[config.mk]
export PLATFORM = sky130hd
export DESIGN_NAME = gated_edge_counter
export DESIGN_NICKNAME = d
export VERILOG_FILES = /design/src/rtl/gated_edge_counter.sv
export SDC_FILE = /design/constraint.sdc
export NUM_CORES = 1
export LEC_CHECK = 0
export BUFFER_PORTS_ARGS = -buffer_cell sky130_fd_sc_hd__clkbuf_2
export CAP_MARGIN = 20
export CORE_MARGIN = 4
export CORE_UTILIZATION = 58
export DETAILED_ROUTE_END_ITERATION = 10
export GPL_TIMING_DRIVEN = 0
export HOLD_SLACK_MARGIN = 0.05
export PLACE_DENSITY_LB_ADDON = 0.25
export RECOVER_POWER = 100
export SLEW_MARGIN = 20
export SYNTH_ARGS = -nofsm -noshare
export SYNTH_HDL_FRONTEND = slang
export SYNTH_SLANG_ARGS = --single-unit
export TNS_END_PERCENT = 100
[constraint.sdc]
create_clock -name clock -period 2.2 [get_ports clock]
set_input_delay 0.22 -clock clock [delete_from_list [all_inputs] [get_ports clock]]
set_output_delay 0.22 -clock clock [all_outputs]
set_load 0.02 [all_outputs]
[src/rtl/gated_edge_counter.sv]
// Gated edge counter: counts synchronised rising edges of sig_in while gate is high,
// then publishes the saturated total with a one-cycle valid pulse when gate falls.
module gated_edge_counter #(
   parameter int COUNT_WIDTH = 32,
   parameter int SYNC_STAGES = 2
) (
   input  logic                   clock,
   input  logic                   reset,
   input  logic                   gate,
   input  logic                   sig_in,
   output logic [COUNT_WIDTH-1:0] count_out,
   output logic                   count_valid,
   output logic                   overflow,
   output logic                   busy
);

   typedef enum logic [1:0] {
      IDLE  = 2'd0,
      ARMED = 2'd1,
      COUNT = 2'd2
   } state_t;

   localparam logic [COUNT_WIDTH-1:0] CNT_MAX = '1;

   state_t                 state;
   logic [SYNC_STAGES-1:0] sync_q;
   logic                   s_d;
   logic                   gate_d;
   logic [COUNT_WIDTH-1:0] counter;
   logic                   ovf;

   logic s_sync;
   logic sig_edge;
   logic gate_rise;
   logic gate_fall;

   function automatic logic [COUNT_WIDTH-1:0] sat_inc(input logic [COUNT_WIDTH-1:0] v);
      return (v == CNT_MAX) ? v : v + 1'b1;
   endfunction

   // Synchroniser, edge-detect register and gate history
   always_ff @(posedge clock or negedge reset) begin
      if (!reset) begin
         sync_q <= '0;
         s_d    <= 1'b0;
         gate_d <= 1'b0;
      end else begin
         sync_q <= {sync_q[SYNC_STAGES-2:0], sig_in};
         s_d    <= s_sync;
         gate_d <= gate;
      end
   end

   assign s_sync    = sync_q[SYNC_STAGES-1];
   assign sig_edge  = s_sync & ~s_d;
   assign gate_rise = gate & ~gate_d;
   assign gate_fall = ~gate & gate_d;

   // Window control: IDLE drops a window already open at reset release
   always_ff @(posedge clock or negedge reset) begin
      if (!reset) begin
         state       <= IDLE;
         counter     <= '0;
         ovf         <= 1'b0;
         count_out   <= '0;
         overflow    <= 1'b0;
         count_valid <= 1'b0;
      end else begin
         count_valid <= 1'b0;
         case (state)
            IDLE: begin
               if (!gate) state <= ARMED;
            end
            ARMED: begin
               if (gate_rise) begin
                  counter <= {{(COUNT_WIDTH-1){1'b0}}, sig_edge};
                  ovf     <= 1'b0;
                  state   <= COUNT;
               end
            end
            COUNT: begin
               if (gate_fall) begin
                  count_out   <= counter;
                  overflow    <= ovf;
                  count_valid <= 1'b1;
                  state       <= ARMED;
               end else if (sig_edge) begin
                  counter <= sat_inc(counter);
                  ovf     <= ovf | (counter == CNT_MAX);
               end
            end
            default: state <= IDLE;
         endcase
      end
   end

   assign busy = (state == COUNT);

endmodule

* Word level (Yosys, flattened, before mapping)
Cells that the tools add are included.
Word-level totals: output and inout port bits 35, memory bits (read-only) 0, bits in writable memories 0, bits in latches 0, register bits after elaboration 73, memories kept 0, logic and storage cells 47
Operators by class: multiply operators 0, muxes and demuxes 15, equality and inequality tests 9, shift-type cells 0, order comparisons 0, reduce and logical (&&, ||, !) cells 6, div/mod/pow operators 0, bitwise gates (word level) 7, add/subtract/negate cells 1
Operators by type and width (number):
- 32-bit two-way mux | 4
- 32-bit one-hot mux with 2 select lines | 1
- 32-bit by 1-bit adder with 32-bit output (second input constant) | 1
- 32-bit == test (second input constant) | 1
- 2-bit inequality test (second input constant) | 4
- 2-bit two-way mux | 3
- 2-bit one-hot mux with 3 select lines | 1
- 1-bit two-way mux | 5
- 5-bit AND reduction | 1
- 2-bit by 1-bit inequality test with 1-bit output (second input constant) | 2
- 4-bit AND reduction | 1
- 1-bit bitwise AND | 3
- 1-bit inverter | 3
- 3-bit AND reduction | 1
- 2-bit by 1-bit == test with 1-bit output (second input constant) | 1
- 2-bit == test (second input constant) | 1
- 2-bit zero test | 1
- 1-bit one-hot mux with 2 select lines | 1
- 2-bit AND reduction | 1
- 2-bit nonzero test | 1
- 1-bit bitwise OR | 1

* Logic depth before layout (Yosys ltp)
Gate-level depths: netlist (run 1).
depth after elaboration 5, depth in mapped cells 9

* Worst setup path before layout (run 1)
Ideal clock, no wire load.
kind register -> register, start reg counter[0], end reg counter[2], cell stages (with the launch flop) 10, setup time 0.140 ns, arrival 1.818 ns, required time 2.060 ns, slack 0.243 ns, cells stage by stage dfrtp_1 > ha_1 > and3_1 > buf_4 > nand4_1 > nor4_4 > nor2_2 > buf_6 > a21oi_1 > a31oi_1
Between the ends: word-level cells in the longest chain between the ends 5, elaborated cells between the ends (all ways) 8
Ends and longest elaborated chain:
- start, declared | line 29 | logic [COUNT_WIDTH-1:0] counter;
- start signal, assigned | line 76 | counter <= {{(COUNT_WIDTH-1){1'b0}}, sig_edge};
- start signal, assigned | line 88 | counter <= sat_inc(counter);
- 32-bit by 1-bit adder with 32-bit output | line 38 | return (v == CNT_MAX) ? v : v + 1'b1;
- 32-bit two-way mux | line 38
- 32-bit two-way mux | line 87 | end else if (sig_edge) begin
- 32-bit two-way mux | line 82 | if (gate_fall) begin
- 32-bit one-hot mux with 2 select lines | line 70 | case (state)
Several ways; a longest one is shown, not always the timed one. The select of a mux whose other input is x is not followed. A chain may end at the register's enable or synchronous reset.

* Worst setup path in the final report (run 1)
start in gate, end reg overflow
Between the ends: word-level cells in the longest chain between the ends 3
Ends and longest elaborated chain:
- start, declared | line 9 | input logic gate,
- 1-bit inverter | line 57 | assign gate_fall = ~gate & gate_d;
- 1-bit bitwise AND | line 57
- 2-bit AND reduction (no line)
- end signal, assigned | line 84 | overflow <= ovf;
- end, declared | line 13 | output logic overflow,
Every way passes these cells.

==> results of run 1 <==
==> timing repair <==
| action | 4_1_cts | 5_1_grt |
|---|---|---|
| gates resized for setup | 3 | 57 |
| buffers inserted | 1 | 9 |
| hold buffers | 3 | 0 |
| pin swaps | 1 | 22 |
| cloned | 0 | 3 |
| hold endpoints to repair | 34 | 0 |
| setup endpoints to repair | 48 | 52 |
==> power by group through the flow <==
| stage | logic (mW) | clock network [mW] | registers (mW) |
|---|---|---|---|
| 2_1_floorplan | 0.103 | 0 | 1.46 |
| 3_3_place_gp | 0.203 | 0 | 1.43 |
| 3_5_place_dp | 0.214 | 0 | 1.44 |
| 4_1_cts | 0.221 | 0.887 | 1.41 |
| 5_1_grt | 0.303 | 0.948 | 1.41 |
| 6_report | 0.281 | 0.869 | 1.41 |
==> synthesized netlist by cell type <==
master,n
sky130_fd_sc_hd__dfrtp_1,73
sky130_fd_sc_hd__mux2_2,33
sky130_fd_sc_hd__o21ai_0,26
sky130_fd_sc_hd__nand2_1,18
sky130_fd_sc_hd__a21oi_1,16
sky130_fd_sc_hd__nor2_1,15
sky130_fd_sc_hd__a31oi_1,14
sky130_fd_sc_hd__nand3_1,12
sky130_fd_sc_hd__nand4_1,11
sky130_fd_sc_hd__and3_1,10
sky130_fd_sc_hd__or3_1,8
sky130_fd_sc_hd__buf_6,6
sky130_fd_sc_hd__inv_1,5
sky130_fd_sc_hd__and4_1,4
sky130_fd_sc_hd__clkbuf_1,4
sky130_fd_sc_hd__mux2i_1,4
sky130_fd_sc_hd__o21ai_1,4
sky130_fd_sc_hd__and2_1,3
sky130_fd_sc_hd__nand2b_1,3
sky130_fd_sc_hd__nor3_1,3
sky130_fd_sc_hd__a21oi_2,2
sky130_fd_sc_hd__a41oi_1,2
sky130_fd_sc_hd__buf_2,2
sky130_fd_sc_hd__nand3b_1,2
sky130_fd_sc_hd__nor2_2,2
sky130_fd_sc_hd__or4_1,2
sky130_fd_sc_hd__a21boi_0,1
sky130_fd_sc_hd__a21o_1,1
sky130_fd_sc_hd__a21o_4,1
sky130_fd_sc_hd__a22o_1,1
sky130_fd_sc_hd__and4_4,1
sky130_fd_sc_hd__buf_4,1
sky130_fd_sc_hd__clkinv_1,1
sky130_fd_sc_hd__ha_1,1
sky130_fd_sc_hd__nand3_2,1
sky130_fd_sc_hd__nor2b_1,1
sky130_fd_sc_hd__nor4_1,1
sky130_fd_sc_hd__nor4_4,1
sky130_fd_sc_hd__nor4bb_1,1
sky130_fd_sc_hd__o211ai_1,1
sky130_fd_sc_hd__o22ai_1,1
==> worst max path at each step <==
stage	end	depth (start not counted)	slack, ns	startpoint
after floorplan	counter[2]	9	0.24	counter[0]
after global placement	counter[2]	9	-0.06	counter[0]
after detailed placement	counter[27]	9	-0.14	counter[0]
after CTS	counter[27]	9	0.003	counter[1]
after global routing	counter[16]	10	-0.13	counter[1]
final	overflow	6	-0.04	gate
==> per-layer routing <==
metal	share of wire, %	track usage [%]
met5	0	0
met4	2.7	9.94
met3	6.1	5.03
met2	48	35.3
met1	43	29.4
==> through the flow <==
| step | setup WS (ns) | TNS [ns] | instance area [um^2] | util, % |
|---|---|---|---|---|
| 4_1_cts | 0.00271 | 0 | 3840 | 69.3 |
| 3_3_place_gp | -0.0619 | -0.730 | 3620 | 65.3 |
| 3_5_place_dp | -0.138 | -1.71 | 3640 | 65.7 |
| 2_1_floorplan | 0.243 | 0 | 3340 | - |
| 6_report | -0.0420 | -0.345 | 4010 | 72.3 |
| 5_1_grt | -0.126 | -4.53 | 4010 | 72.3 |
==> sequential cells by signal, indices dropped and copies added, names as in the netlist, 2 cells and up <==
register   flops
counter       32
state          2
sync_q         2
count_out     32
==> final cells by class <==
class	count	share of cell area, %
well taps	72	2.25
flip-flops and latches	73	45.7
clock buffers	12	3.62
repair buffers	54	7.44
multi-input cells	208	37.4
clock inverters	1	0.125
inverters	6	0.656
plain buffers	13	2.81
==> worst max-delay path: cells and delay by family <==
| family | cells | cell delay, ns |
|---|---|---|
| and+or+nand+nor | 2 | 0.67 |
| muxes | 1 | 0.41 |
| buffers and inverters | 3 | 1.18 |
==> logic make-up after synthesis <==
kind of cell,count (synthesis)
AOI/OAI and AO/OA,70
DFF,73
muxes,37
buffers and inverters,19
and+or+nand+nor,99
adders and majority gates,1
==> parameters.txt, run 1 <==
Parameter                              Value

Setup path
  Launching element type of the critical path    input port
  Crit path cell chain    dlygate4sd3_1 -> clkbuf_2 -> nand2b_1 -> nor2_2 -> clkbuf_1 -> mux2_2
  CP Max Fanout    10
  Crit Reg-Reg Startpoint    counter[1]
  Worst flop-to-flop path endpoint    counter[6]
  Startpoint-to-endpoint class of the critical path    input port to flop
  Worst Path Arrival    2.47 ns
  Slack of the worst reg-to-reg path    0 ns
  Stage delay of the slowest cell on the critical path    0.54 ns
  Path depth of the worst reg2reg path    10
  Standard cell with the maximum stage delay on the critical path    sky130_fd_sc_hd__dlygate4sd3_1
  Worst endpoint required time    2.42 ns
  Endpoint class of the critical path    flop

Logic synthesis
  Largest area contributor in the synthesized netlist    sky130_fd_sc_hd__dfrtp_1
  Average instance area after synthesis    11.2 um^2
  Cell variety after synth    41
  Share of the synthesized area in the top cell type    54.7%
  Post-synthesis xor/xnor area fraction    0%
  Dominant combinational cell family by area after synthesis    simple AND/OR/NAND/NOR gates
  Mux share of post-synthesis cell area    12.3%
  Synth warnings    0
  Number of register bits inferred by synthesis    73
  Part of the Yosys area used for sequential elements    54.7%
  Post-synthesis compound-gate area fraction    12.1%
  Synthesized netlist net count    304
  Area of the mapped netlist    0.00334 mm^2
  Post-Synth Adder-Cell Area    0.375%
  Leading cell types by total area after synthesis    sky130_fd_sc_hd__dfrtp_1 55%, sky130_fd_sc_hd__mux2_2 11%, sky130_fd_sc_hd__o21ai_0 3.9%
  Simple-Gate Fraction of Synth Area    16.8%
  Cells after Synth    299

Clock network
  Clock buffer count from CTS    9
  Later-pin clock latency in the skew report    0.34 ns
  CTS tree    done
  Buffer levels on the longest clock path    2
  Clock Pin Slew Worst Setup and Hold Paths    0.07 ns
  Clock root buffer master    sky130_fd_sc_hd__clkbuf_8
  H-tree levels    3
  CTS sink cnt    73

Timing
  # setup viols final    13
  Remaining max-slew budget at the tightest pin    41.0%
  Setup repair after global routing missed its margin    yes
  Period utilization    102%
  Minimum hold slack    0.351 ns
  Layout Skew    0.00614 ns
  Worst Max-Slew Pin Slew    0.885 ns
  Final critical-path required period    2.24 ns
  Highest Clock Rate    446 MHz
  Hold Violations, Final    0
  Fin. max-slew vios    0
  Final Worst Setup Slack    -0.0420 ns

Outcome
  Failing checks    setup timing
  Status    finished, violations left

Floorplan
  Die height    83.9 um
  Site Rows    27
  Effective utilization at floorplan    60.3%
  Die area    0.00704 mm^2
  Core ar.    0.00554 mm^2
  Ports    39
  Die boundary width    83.9 um

Power
  Fraction of power spent switching nets    25.3%
  Power per cell area    640 mW/mm^2
  Switching power    648 uW
  Part of the power in the clock network    33.9%
  Standby leakage power    1.78 nW
  Sequential power share    55.1%
  Worst IR Drop VDD    481 uV
  Internal portion of total power    1.91 mW
  Combinational power share    11.0%
  Final Power    2.56 mW

Route
  Initial detailed-routing violation count    166
  Via count    2,708
  First-pass iteration count of the detailed router    5
  Via density    6.17
  Count of unresolved DRC violations after routing    0
  Number of antenna-violating nets in the routed design    0
  Average wire per standard cell    17.8 um
  Total wire length after detailed routing    7830 um

Flow run
  # Max-Cap Violations    0

Finish
  Register Area    0.00183 mm^2
  Final standard cell count with taps included and fillers excluded    439
  Number of fill cells in the layout    406
  Relative area change from synthesis to final layout    19.9%
  Most frequent cells in the layout    71 x sky130_fd_sc_hd__dfrtp_1, 38 x sky130_fd_sc_hd__clkbuf_1, 33 x sky130_fd_sc_hd__mux2_2
  Number of diodes added for antenna fixing    0
  Commonest non-fill, non-tap cell in the layout    sky130_fd_sc_hd__dfrtp_1
  Footprint of the multi-input gates    0.00150 mm^2
  Final net count    370
  Share of cells above drive strength 1    27.8%

Placement
  DP Cell Count    410
  Number of buffers inserted by port buffering    38
  Last weighted congestion value of the routability-driven placer    0.927
  Detail Placement HPWL    4900 um

Hold path
  Worst min-delay path class    flop to flop
  Worst-case hold path end point    sync_q[1]
  Critical hold path startpoint    sync_q[0]
  Cell count of the worst hold path    0

GRT
  Number of global-route vias before repair    2,672
  Initial antenna violation count    0
  Largest net degree at the start of global routing    42
  First-pass GRT wire length    12,600 um
  GRT Residual Overflow    0
  GR Util All Layers    22.3%
(Power assumes the default switching activity.)
==> run 2, diff against run 1 <==
--- a/config.mk
+++ b/config.mk
@@ -7,15 +7,17 @@
 export LEC_CHECK = 0
 export BUFFER_PORTS_ARGS = -buffer_cell sky130_fd_sc_hd__clkbuf_2
 export CAP_MARGIN = 20
+export CELL_PAD_IN_SITES_DETAIL_PLACEMENT = 1
+export CELL_PAD_IN_SITES_GLOBAL_PLACEMENT = 2
 export CORE_MARGIN = 4
-export CORE_UTILIZATION = 58
+export CORE_UTILIZATION = 38
 export DETAILED_ROUTE_END_ITERATION = 10
 export GPL_TIMING_DRIVEN = 0
 export HOLD_SLACK_MARGIN = 0.05
+export MAX_ROUTING_LAYER = met4
 export PLACE_DENSITY_LB_ADDON = 0.25
 export RECOVER_POWER = 100
 export SLEW_MARGIN = 20
 export SYNTH_ARGS = -nofsm -noshare
 export SYNTH_HDL_FRONTEND = slang
 export SYNTH_SLANG_ARGS = --single-unit
-export TNS_END_PERCENT = 100
==> run 2 against run 1 <==
- the run now ends clean
- clock power rose by 57%
- sequential share of layout area fell by 2.0 points
- non-clock buffer count rose by 6
- sequential power barely moved
- register-to-register slack improved by 0.03 ns
- fmax rose by 3.2%
- core utilization fell by 22 points
- routed wire length rose by 14%
- global-route usage fell by 3.7 points
- count of clock-buffer cells in the layout did not move
- power rose by 19%
- largest power group unchanged
- clock skew rose by 0.0035 ns
==> parameters.txt, run 2 (synthesis results as in run 1) <==
Parameter                              Value

Flow run
  # Max-Cap Violations    0 (unchanged)

Hold path
  Worst min-delay path class    input port to flop

Timing
  Highest Clock Rate    460 MHz (+3.2%)
  Minimum hold slack    0.293 ns (-0.0586 ns)
  Layout Skew    0.00963 ns (+0.00349 ns)
  Hold Violations, Final    0 (unchanged)
  Period utilization    98.7% (-3.2 points)
  Worst Max-Slew Pin Slew    1.35 ns (+0.469 ns)
  Remaining max-slew budget at the tightest pin    9.74% (-31 points)
  Fin. max-slew vios    0 (unchanged)
  # setup viols final    0 (-13)
  Final critical-path required period    2.17 ns (-0.0703 ns)
  Setup repair after global routing missed its margin    yes

Placement
  Number of buffers inserted by port buffering    38 (unchanged)
  DP Cell Count    443 (+8.0%)
  Last weighted congestion value of the routability-driven placer    0.870 (-6.2%)
  Post-placement cell area    0.00369 mm^2 (+1.3%)
  Detail Placement HPWL    5940 um (+21%)

Floorplan
  Core ar.    0.00838 mm^2 (+51%)
  Effective utilization at floorplan    39.8% (-20 points)
  Die boundary width    102 um (+21%)
  Ports    39 (unchanged)
  Die height    102 um (+21%)
  Die area    0.0104 mm^2 (+47%)
  Site Rows    33 (+22%)

Finish
  Final net count    375 (+1.4%)
  Post-route core utilization    50.0% (-22 points)
  Final standard cell count with taps included and fillers excluded    480 (+9.3%)
  Final design area excluding fillers    0.00419 mm^2 (+4.6%)
  Registers with the highest flip-flop counts    count_out x32, counter x32
  Most frequent cells in the layout    72 x sky130_fd_sc_hd__dfrtp_1, 38 x sky130_fd_sc_hd__clkbuf_1, 33 x sky130_fd_sc_hd__mux2_2
  Share of cells above drive strength 1    27.5% (-0.33 points)
  Relative area change from synthesis to final layout    25.5%
  Number of diodes added for antenna fixing    0 (unchanged)
  Commonest non-fill, non-tap cell in the layout    sky130_fd_sc_hd__dfrtp_1

Outcome
  Status    finished, final reports clean

Route
  Via density    5.53 (-10%)
  Via count    2,652 (-2.1%)
  Count of unresolved DRC violations after routing    0 (unchanged)
  Total wire length after detailed routing    8950 um (+14%)
  Number of antenna-violating nets in the routed design    0 (unchanged)
  First-pass iteration count of the detailed router    4 (-1)
  Initial detailed-routing violation count    125 (-25%)
  Average wire per standard cell    18.6 um (+4.5%)

Power
  Worst IR Drop VDD    361 uV (-25%)
  Final Power    3.06 mW (+19%)
  Standby leakage power    1.88 nW (+5.7%)
  Power per cell area    730 mW/mm^2 (+14%)

Setup path
  Worst endpoint required time    2.46 ns (+0.04 ns)
  Standard cell with the maximum stage delay on the critical path    sky130_fd_sc_hd__dfrtp_1
  Stage delay of the slowest cell on the critical path    0.40 ns (-0.14 ns)
  Launching element type of the critical path    flop
  Worst Path Arrival    2.43 ns (-0.04 ns)
  Crit path cell chain    ha_2 -> and3_4 -> buf_6 -> nand4_1 -> nor4_4 -> buf_6 -> a21o_4 -> clkbuf_16 -> a21oi_2 -> mux2i_1
  Startpoint-to-endpoint class of the critical path    flop to flop
  Endpoint class of the critical path    flop
  Buffer and inverter count on the worst path    3 (unchanged)
  CP Max Fanout    7 (-3)
  Cell seen most often among critical-path stages    sky130_fd_sc_hd__buf_6
  CP delay by family, top    simple AND/OR/NAND/NOR gates

Clock network
  Clock buffer count from CTS    9 (unchanged)
  CTS sink cnt    73 (unchanged)
  Clock Pin Slew Worst Setup and Hold Paths    0.08 ns (about the same)
  Clock root buffer master    sky130_fd_sc_hd__clkbuf_8
  Later-pin clock latency in the skew report    0.34 ns (about the same)
  Buffer levels on the longest clock path    2 (unchanged)
  H-tree levels    3 (unchanged)
  CTS tree    done

GRT
  First-pass GRT wire length    14,400 um (+15%)
  GRT Residual Overflow    0 (unchanged)
  Largest net degree at the start of global routing    50 (+19%)
  GR Util All Layers    18.6% (-3.7 points)
  Number of global-route vias before repair    2,784 (+4.2%)
  Initial antenna violation count    0 (unchanged)
run 2: cell types whose count changed in the layout (fill, tap and decap cells not counted), sizes merged:
cell / previous run / this run
buf: 22 / 26
bufinv: 0 / 3
a21oi: 19 / 18
clkbuf: 54 / 56
run 2: power by group:
part	internal, mW	switching [mW]
clock network	0.847	0.509
logic	0.126	0.168
registers	1.38	0.0271
total	2.35	0.705
run 2: what timing repair did:
action,CTS,global route
resized for setup,4,42
endpoints found under the hold margin,26,0
hold buffers,3,0
endpoints found under the setup margin,60,40
setup buffers,4,13
pin swaps,2,10
gates cloned,0,2
run 2: worst register-to-register path: cells and delay by family (launching register included):
family	cells	cell delay, ns
and+or+nand+nor	3	0.66
buffers and inverters	3	0.45
DFF	1	0.40
AOI/OAI and AO/OA	2	0.23
adders and majority gates	1	0.20
muxes	1	0.15
run 2: routing by layer:
layer	vias to the layer above	global-route usage, %	share of wire (%)
met5	-	-	0
met4	0	5.11	1.3
met3	9	3.58	3.5
met2	42	30.2	49
met1	1355	23.7	46
li1	1246	-	-
run 2: worst paths after layout:
kind / start / endpoint / slack (ns) / cells after the start
min in group asynchronous: reset / count_out[30] / 0.71 / 2
max in group asynchronous: reset / counter[0] / 0.37 / 3
hold / removal: gate / state[0] / 0.29 / 3
setup / recovery: counter[1] / counter[6] / 0.03 / 10
hold reg to reg: sync_q[0] / sync_q[1] / 0.35 / 0
setup reg to reg: counter[1] / counter[6] / 0.03 / 10
run 2: area by class of cell:
type | instances | area (um^2)
Fill cell | 936 | 4190
Tap cell | 105 | 131
Buffer | 13 | 114
Clock inverter | 4 | 97.6
Sequential cell | 73 | 1830
Inverter | 6 | 22.5
Multi-Input combinational cell | 207 | 1470
Timing Repair Buffer | 60 | 364
Clock buffer | 12 | 165
run 2: metrics by stage:
stage	TNS, ns	setup WS, ns
after detailed placement	-5.10	-0.166
after global routing	-0.599	-0.0709
final	0	0.0283
after global placement	-5.06	-0.154
after CTS	0	0.0116
after floorplan	0	0.243
==> run 3, diff against run 2 <==
--- a/config.mk
+++ b/config.mk
@@ -15,9 +15,10 @@
 export GPL_TIMING_DRIVEN = 0
 export HOLD_SLACK_MARGIN = 0.05
 export MAX_ROUTING_LAYER = met4
-export PLACE_DENSITY_LB_ADDON = 0.25
+export PLACE_DENSITY = 0.83
 export RECOVER_POWER = 100
 export SLEW_MARGIN = 20
 export SYNTH_ARGS = -nofsm -noshare
 export SYNTH_HDL_FRONTEND = slang
 export SYNTH_SLANG_ARGS = --single-unit
+export TNS_END_PERCENT = 30
==> run 3 against run 2 <==
- global-route usage is 0.63 points higher
- final cell count is 0.83% lower
- clock power is 35% lower
- power is 15% lower
- critical path depth stayed put
- setup slack better by 0.022 ns
- core utilization is 1.3 points lower
- sequential power hardly changed
- largest cell class unchanged
- largest power group unchanged
- highest routed layer unchanged
==> parameters.txt, run 3 (synthesis results as in run 1) <==
Parameter                              Value

Setup path
  Launching element type of the critical path    flop
  Crit path cell chain    ha_4 -> and3_4 -> buf_6 -> nand4_1 -> nor4_4 -> buf_6 -> nor2_4 -> buf_4 -> a41oi_2 -> a31oi_1
  CP Max Fanout    9 (+2)
  Worst Path Arrival    2.41 ns (-0.02 ns)
  Buffer and inverter count on the worst path    3 (unchanged)
  Endpoint class of the critical path    flop
  CP delay by family, top    simple AND/OR/NAND/NOR gates
  Stage delay of the slowest cell on the critical path    0.44 ns (+0.04 ns)
  Standard cell with the maximum stage delay on the critical path    sky130_fd_sc_hd__dfrtp_2
  Worst endpoint required time    2.46 ns (about the same)
  Startpoint-to-endpoint class of the critical path    flop to flop
  Cell seen most often among critical-path stages    sky130_fd_sc_hd__buf_6

Timing
  Final critical-path required period    2.15 ns (-0.0223 ns)
  Setup repair after global routing missed its margin    yes
  Total negative slack    0 ns (unchanged)
  Remaining max-slew budget at the tightest pin    54.2% (+44 points)
  Hold Violations, Final    0 (unchanged)
  Highest Clock Rate    465 MHz (+1.0%)
  Layout Skew    0.00827 ns (-0.00136 ns)
  Fin. max-slew vios    0 (unchanged)
  Period utilization    97.7% (-1.0 points)
  Worst Max-Slew Pin Slew    0.687 ns (-0.667 ns)
  # setup viols final    0 (unchanged)

Route
  Count of unresolved DRC violations after routing    0 (unchanged)
  First-pass iteration count of the detailed router    4 (unchanged)
  Average wire per standard cell    19.1 um (+2.7%)
  Initial detailed-routing violation count    78 (-38%)
  Via density    5.67 (+2.6%)
  Number of antenna-violating nets in the routed design    0 (unchanged)
  Total wire length after detailed routing    9110 um (+1.8%)
  Via count    2,697 (+1.7%)

Finish
  Relative area change from synthesis to final layout    22.2%
  Number of diodes added for antenna fixing    0 (unchanged)
  Registers with the highest flip-flop counts    count_out x32, counter x32
  Register Area    0.00183 mm^2 (+0.27%)
  Footprint of the multi-input gates    0.00146 mm^2 (-0.51%)
  Commonest non-fill, non-tap cell in the layout    sky130_fd_sc_hd__dfrtp_1
  Number of fill cells in the layout    937 (+0.11%)
  Share of cells above drive strength 1    27.2% (-0.24 points)
  Post-route core utilization    48.7% (-1.3 points)
  Final net count    374 (-0.27%)
  Most frequent cells in the layout    68 x sky130_fd_sc_hd__dfrtp_1, 39 x sky130_fd_sc_hd__clkbuf_1, 33 x sky130_fd_sc_hd__mux2_2

Floorplan
  Site Rows    33 (unchanged)
  Ports    39 (unchanged)
  Effective utilization at floorplan    39.8% (unchanged)
  Die area    0.0104 mm^2 (unchanged)
  Die boundary width    102 um (unchanged)
  Core ar.    0.00838 mm^2 (unchanged)
  Die height    102 um (unchanged)

Clock network
  Clock buffer count from CTS    9 (unchanged)
  Later-pin clock latency in the skew report    0.35 ns (about the same)
  Buffer levels on the longest clock path    2 (unchanged)
  CTS tree    done
  H-tree levels    3 (unchanged)
  Clock Pin Slew Worst Setup and Hold Paths    0.08 ns (about the same)
  Clock root buffer master    sky130_fd_sc_hd__clkbuf_8
  CTS sink cnt    73 (unchanged)

Placement
  Detail Placement HPWL    6010 um (+1.2%)
  Number of buffers inserted by port buffering    38 (unchanged)
  Last weighted congestion value of the routability-driven placer    0.806 (-7.3%)

GRT
  First-pass GRT wire length    14,900 um (+2.9%)
  Number of global-route vias before repair    2,845 (+2.2%)
  GRT Residual Overflow    0 (unchanged)
  GR Util All Layers    19.2% (+0.63 points)
  Initial antenna violation count    0 (unchanged)
  Largest net degree at the start of global routing    47 (-6.0%)

Power
  Standby leakage power    1.80 nW (-4.4%)
  Part of the power in the clock network    34.4% (-10 points)
  Switching power    668 uW (-5.1%)
  Internal portion of total power    1.92 mW (-18%)
  Worst IR Drop VDD    356 uV (-1.3%)
  Combinational power share    11.1% (+1.5 points)
  Power per cell area    634 mW/mm^2 (-13%)
  Sequential power share    54.5% (+8.5 points)
  Fraction of power spent switching nets    25.8% (+2.8 points)

Outcome
  Status    finished, final reports clean

Hold path
  Worst min-delay path class    input port to flop

Flow run
  # Max-Cap Violations    0 (unchanged)
run 3: cell count changes in the layout (fill, tap and decap cells not counted), moves of 4 or more:
cell and delta:
sky130_fd_sc_hd__o21ai_1 -12, sky130_fd_sc_hd__dfrtp_2 +4, sky130_fd_sc_hd__o21ai_0 +12, sky130_fd_sc_hd__dfrtp_1 -4
run 3: worst paths after layout:
path                            cells past startpoint            end  slack (ns)  startpoint
worst max-delay path                               10    counter[24]        0.05  counter[0]
worst min-delay path                                3       state[0]        0.27        gate
worst max register to register                     10    counter[24]        0.05  counter[0]
worst min register to register                      0      sync_q[1]        0.35   sync_q[0]
max in group asynchronous                           3    counter[17]        0.57       reset
min in group asynchronous                           2  count_out[21]        0.45       reset
run 3: per-stage QoR:
step                instance area, um^2  total power [mW]  hold WS (ns)  cells  setup WS [ns]
floorplan                          3340              1.56       -0.0756    299          0.243
global placement                   3660              1.65         0.330    442         -0.145
detailed placement                 3690              1.66         0.209    443         -0.178
CTS                                3950              2.58         0.265    465        0.00723
global route                       4080              2.71         0.318    476        -0.0479
finish                             4080              2.59         0.274    476         0.0506
run 3: power groups by stage:
stage	logic (mW)	registers, mW	clock network [mW]
floorplan	0.103	1.46	0
global placement	0.210	1.43	0
detailed placement	0.225	1.44	0
CTS	0.244	1.41	0.920
global route	0.318	1.42	0.973
finish	0.288	1.41	0.890
run 3: worst reg2reg max path, delay by kind of cell, from the launching register on:
family / cells / cell delay [ns]
AO/OA/AOI/OAI: 2 / 0.29
adder cells (fa/ha/maj): 1 / 0.17
buffers and inverters: 3 / 0.46
flip-flops: 1 / 0.44
AND/OR/NAND/NOR: 4 / 0.71
run 3: layer usage:
layer,track usage [%],part of all wire [%],routed length [um],vias up
met4,7.67,1.9,172,0
li1,-,-,-,1244
met2,30.6,49,4480,42
met5,-,0,0,-
met3,3.17,2.8,253,17
met1,24.4,46,4210,1394
run 3: repair_timing:
item	4_1_cts	5_1_grt
gates resized for setup	4	33
cloned	0	2
setup endpoints to repair	55	50
pin swaps	2	4
endpoints found under the hold margin	29	0
buffers inserted	6	10
hold buffers	3	0
run 3: layout make-up:
type,instances,area share (%)
flip-flops and latches,73,44.9
multi-input cells,207,35.8
inverters,6,0.644
well taps,105,3.22
plain buffers,13,2.88
clock inverters,1,0.123
clock buffers,12,3.56
repair buffers,59,8.89
